===== config.mk =====
export PLATFORM = sky130hd
export DESIGN_NAME = stopwatch_ctrl
export DESIGN_NICKNAME = d
export VERILOG_FILES = /design/src/rtl/stopwatch_ctrl.sv
export SDC_FILE = /design/constraint.sdc
export NUM_CORES = 1
export LEC_CHECK = 0
export BUFFER_PORTS_ARGS = -buffer_cell sky130_fd_sc_hd__buf_2
export CORE_MARGIN = 2
export CORE_UTILIZATION = 60
export DETAILED_ROUTE_END_ITERATION = 6
export PLACE_DENSITY = 0.88
export SYNTH_ARGS = -nofsm -noshare
export SYNTH_HDL_FRONTEND = slang
export SYNTH_SLANG_ARGS = --single-unit

===== constraint.sdc =====
create_clock -name CLK -period 3 [get_ports CLK]
set_input_delay 0.3 -clock CLK [delete_from_list [all_inputs] [get_ports CLK]]
set_output_delay 0.3 -clock CLK [all_outputs]
set_load 0.02 [all_outputs]

===== src/rtl/stopwatch_ctrl.sv =====
// rtl/stopwatch_ctrl.sv - stopwatch sequencer: key edges, run/lap/pause FSM, prescaler, BCD MM:SS
// Displayed digits come from either the live time or the frozen lap register.
module stopwatch_ctrl #(
  parameter int DIV   = 50_000_000,
  parameter int CNT_W = 26
) (
  input  logic       CLK,
  input  logic       RST,
  input  logic       KEY_SS,
  input  logic       KEY_LC,
  output logic [3:0] DIG0,
  output logic [3:0] DIG1,
  output logic [3:0] DIG2,
  output logic [3:0] DIG3,
  output logic       RUNNING,
  output logic       LAP_ACT,
  output logic       WRAP
);

  typedef enum logic [1:0] {IDLE = 2'd0, RUN = 2'd1, LAP = 2'd2, PAUSE = 2'd3} state_t;

  localparam logic [CNT_W-1:0] DIV_M1 = CNT_W'(DIV - 1);

  state_t           state;
  logic             ss_q, lc_q;
  logic             ss_p, lc_p;
  logic [CNT_W-1:0] cnt, cnt_nxt;
  logic             tick;
  logic [3:0]       t0, t1, t2, t3;
  logic [3:0]       l0, l1, l2, l3;
  logic [3:0]       n_t0, n_t1, n_t2, n_t3;
  logic             at_max;

  // Start/stop wins a simultaneous press; lap/clear is simply dropped.
  assign ss_p    = KEY_SS & ~ss_q;
  assign lc_p    = KEY_LC & ~lc_q & ~ss_p;
  assign RUNNING = (state == RUN) || (state == LAP);
  assign LAP_ACT = (state == LAP);
  assign tick    = (cnt == DIV_M1) && RUNNING;
  assign cnt_nxt = (cnt == DIV_M1) ? '0 : cnt + CNT_W'(1);
  assign at_max  = (t3 == 4'd5) && (t2 == 4'd9) && (t1 == 4'd5) && (t0 == 4'd9);

  always_comb begin
    n_t0 = t0 + 4'd1;
    n_t1 = t1;
    n_t2 = t2;
    n_t3 = t3;
    if (t0 == 4'd9) begin
      n_t0 = 4'd0;
      n_t1 = t1 + 4'd1;
      if (t1 == 4'd5) begin
        n_t1 = 4'd0;
        n_t2 = t2 + 4'd1;
        if (t2 == 4'd9) begin
          n_t2 = 4'd0;
          n_t3 = (t3 == 4'd5) ? 4'd0 : t3 + 4'd1;
        end
      end
    end
  end

  always_ff @(posedge CLK) begin
    if (RST) begin
      state <= IDLE;
      cnt   <= '0;
      {t3, t2, t1, t0}         <= 16'h0000;
      {l3, l2, l1, l0}         <= 16'h0000;
      {DIG3, DIG2, DIG1, DIG0} <= 16'h0000;
      WRAP  <= 1'b0;
      // Keys held through reset must not register as a press afterwards.
      ss_q  <= 1'b1;
      lc_q  <= 1'b1;
    end else begin
      ss_q <= KEY_SS;
      lc_q <= KEY_LC;
      WRAP <= 1'b0;
      if (tick) begin
        {t3, t2, t1, t0} <= {n_t3, n_t2, n_t1, n_t0};
        WRAP             <= at_max;
      end
      case (state)
        IDLE: begin
          cnt              <= '0;
          {t3, t2, t1, t0} <= 16'h0000;
          if (ss_p) state <= RUN;
        end
        RUN: begin
          cnt <= cnt_nxt;
          if (ss_p) state <= PAUSE;
          else if (lc_p) begin
            state            <= LAP;
            {l3, l2, l1, l0} <= {t3, t2, t1, t0};
          end
        end
        LAP: begin
          cnt <= cnt_nxt;
          if (ss_p) state <= PAUSE;
          else if (lc_p) state <= RUN;
        end
        PAUSE: begin
          if (ss_p) state <= RUN;
          else if (lc_p) begin
            state            <= IDLE;
            cnt              <= '0;
            {t3, t2, t1, t0} <= 16'h0000;
          end
        end
        default: state <= IDLE;
      endcase
      {DIG3, DIG2, DIG1, DIG0} <= (state == LAP) ? {l3, l2, l1, l0} : {t3, t2, t1, t0};
    end
  end

endmodule


==> flow_summary.json <==
{
  "hp-start": "KEY_LC",
  "leakage_nw": 1.52,
  "synth_nets": 409,
  "yosys_most_used_dff": "dfxtp_1",
  "clk_pin_slew_ps": 80,
  "yosys.area_share.simple": 0.279,
  "fin_crit_ps": 2420,
  "synth_mux_area_frac": 0.102,
  "cp.arrival_ps": 2690,
  "wire_per_inst_um": 14.3,
  "grt.total_usage": 0.226,
  "rows": 28,
  "cp_max_fo": 11,
  "routed-via-count": 2854,
  "drc_errors": 0,
  "async_flop_share": 0,
  "whs_path_depth": 2,
  "drive_above_1_share": 0.138,
  "min_path_type": "in2reg",
  "ys_ff_latch": 79,
  "cts_inserted_buffers": 9,
  "max_clock_freq_mhz": 413,
  "dieArea_um2": 6690,
  "p_int_mw": 1.54,
  "port_buffers": 22,
  "gr-total-overflow": 0,
  "drt_wl_total_um": 7070,
  "synth_xor_area_frac": 0.0507,
  "reg2reg_to": "t2[3]",
  "start_kind": "flip-flop",
  "hpwl_um": 4920,
  "worstMarginPinSlew_ps": 979,
  "synth_area_per_cell_um2": 9.24,
  "htree_levels": 3,
  "synth_top_family_by_area": "simple AND/OR/NAND/NOR gates",
  "swShare": 0.279,
  "rr_worst_depth": 7,
  "area_growth_pct": 10.2,
  "synth_compound_area_frac": 0.0644,
  "grt_pass1_vias": 2637,
  "synth_fa_ha_area_frac": 0.0414,
  "run_status": "finished clean",
  "antenna_found_initial": 0,
  "worstSetupEndpointType": "flip-flop",
  "viasPerCell": 5.78,
  "post_cts_buffers": 0,
  "layout.nets": 430,
  "utilization": 0.680,
  "cts_resized": 0,
  "finalCritPeriodShare": 0.806,
  "ctsHoldBuffers": 0,
  "clockBufferDepth": 2,
  "comb_power_share": 0.125,
  "synth-seq-area-share": 0.436,
  "synth_area_leaders": "dfxtp_1 44%, mux2i_1 10%, nor2_1 7.1%",
  "dr.pass1.iters": 4,
  "power.density_nw_per_um2": 535,
  "grt_pass1_wl_um": 11700,
  "finalSetupViolCount": 0,
  "hold_viol": 0,
  "synth-edff-count": 0,
  "seq_power_share": 0.502,
  "initial_core_util": 0.617,
  "drtIter0Drc": 140,
  "peakVddDrop_v": 0.000333,
  "gp_congestion": 0.854,
  "synth_area_um2": 3630,
  "design_area_um2": 4000,
  "die_w_um": 81.8,
  "tns_ps": 0,
  "skew_ps": 13.7,
  "crit_type": "reg2reg",
  "r2r_setup_slack_ps": 580,
  "io_pins": 23,
  "rr_startpoint": "state[0]",
  "final_cell_mix": "79 x dfxtp_1, 69 x nor2_1, 37 x mux2i_1",
  "cap_violations": 0,
  "slew_headroom": 0.346,
  "root_buffer": "clkbuf_8",
  "power.switching_uw": 597,
  "drtAntennaViolNets": 0,
  "required_ps": 3270,
  "min_to": "lc_q",
  "dieHeight_um": 81.8,
  "rsz0062_at_grt": "no",
  "synth_top_area_frac": 0.436,
  "final_common_cell": "dfxtp_1",
  "coreArea_um2": 5890,
  "synth_cell_types": 47,
  "grt_max_degree": 41,
  "cts_tree": "done",
  "ys_warn_count": 0,
  "synthCells": 393,
  "placed_area_um2": 3800,
  "slew_violations": 0,
  "cts_sinks": 79,
  "synth_top_area_cell": "dfxtp_1",
  "num_antenna_cells": 0,
  "pwr-share-clk": 0.373,
  "clock_latency_ps": 350
}
## routing by layer
layer	part of all wire	global-route usage	wire (um)	up-vias
met5	0	0	0	-
met4	0.013	0.0850	90	0
met3	0.043	0.0527	304	9
met2	0.50	0.396	3510	57
met1	0.45	0.269	3160	1361
li1	-	-	-	1427
## area by class of cell
type                    instances  area (um^2)
flip-flops and latches         79         1580
inverters                      10         37.5
repair buffers                 25          133
multi-input cells             289         1950
fillers                       449         1880
clock inverters                 7         81.3
clock buffers                   9          124
well taps                      75         93.8
## synthesized netlist by cell type, drive strengths merged (3+ instances only)
| cell | number |
|---|---|
| dfxtp | 79 |
| nor2 | 69 |
| mux2i | 37 |
| xnor2 | 18 |
| nand2 | 16 |
| nand3 | 13 |
| ha | 12 |
| nor4 | 12 |
| a21oi | 11 |
| clkbuf | 11 |
| nor3 | 11 |
| o21ai | 11 |
| inv | 10 |
| nand4 | 10 |
| nand2b | 6 |
| nor2b | 6 |
| and3 | 5 |
| o21a | 5 |
| or2 | 5 |
| and4 | 4 |
| buf | 4 |
| nand3b | 4 |
| nor4b | 4 |
| a31oi | 3 |
| nand4b | 3 |
| or3 | 3 |
| xor2 | 3 |
## worst max-delay path: stages, from the launching register on
cell and delay [ps]:
dfxtp_1 400, inv_1 120, ha_1 520, nand4b_1 210
nor4_4 280, and3_1 290, or3b_1 360, a21oi_1 170
## power by group through the flow
stage | Sequential, mW | Clock [mW] | Combinational, mW
4_1_cts | 1.08 | 0.809 | 0.267
3_3_place_gp | 1.10 | 0 | 0.254
3_5_place_dp | 1.10 | 0 | 0.266
5_1_grt | 1.08 | 0.851 | 0.292
6_report | 1.08 | 0.798 | 0.268
2_1_floorplan | 1.10 | 0 | 0.207
## logic make-up after synthesis
family | count (synthesis)
flops | 79
buf+inv | 25
simple gates | 181
mux | 37
xor+xnor | 21
compound gates | 38
fa+ha+maj | 12
## stage by stage
step | setup slack [ps] | hold slack [ps] | std cells | total power, mW
global route | 397 | 155 | 494 | 2.22
floorplan | 761 | 407 | 393 | 1.30
detailed placement | 619 | 487 | 478 | 1.37
global placement | 782 | 473 | 478 | 1.35
finish | 581 | 150 | 494 | 2.14
CTS | 595 | 139 | 494 | 2.15
## worst max path at each step
stage	startpoint	to	cells after the start
finish	state[0]	t2[3]	7
global route	state[1]	t2[3]	7
CTS	state[0]	t2[3]	7
detailed placement	state[0]	t2[3]	7
global placement	state[0]	t2[3]	7
floorplan	state[0]	t2[3]	8
## state kept, by name, summed over array words and instances, names as in the netlist
register  count
t2            4
state         2
l3            4
DIG1          4
t1            4
DIG3          4
DIG2          4
l1            4
DIG0          4
cnt          26
l0            4
lc_q          1
t0            4
ss_q          1
WRAP          1
t3            4
l2            4
(Power assumes the default switching activity.)
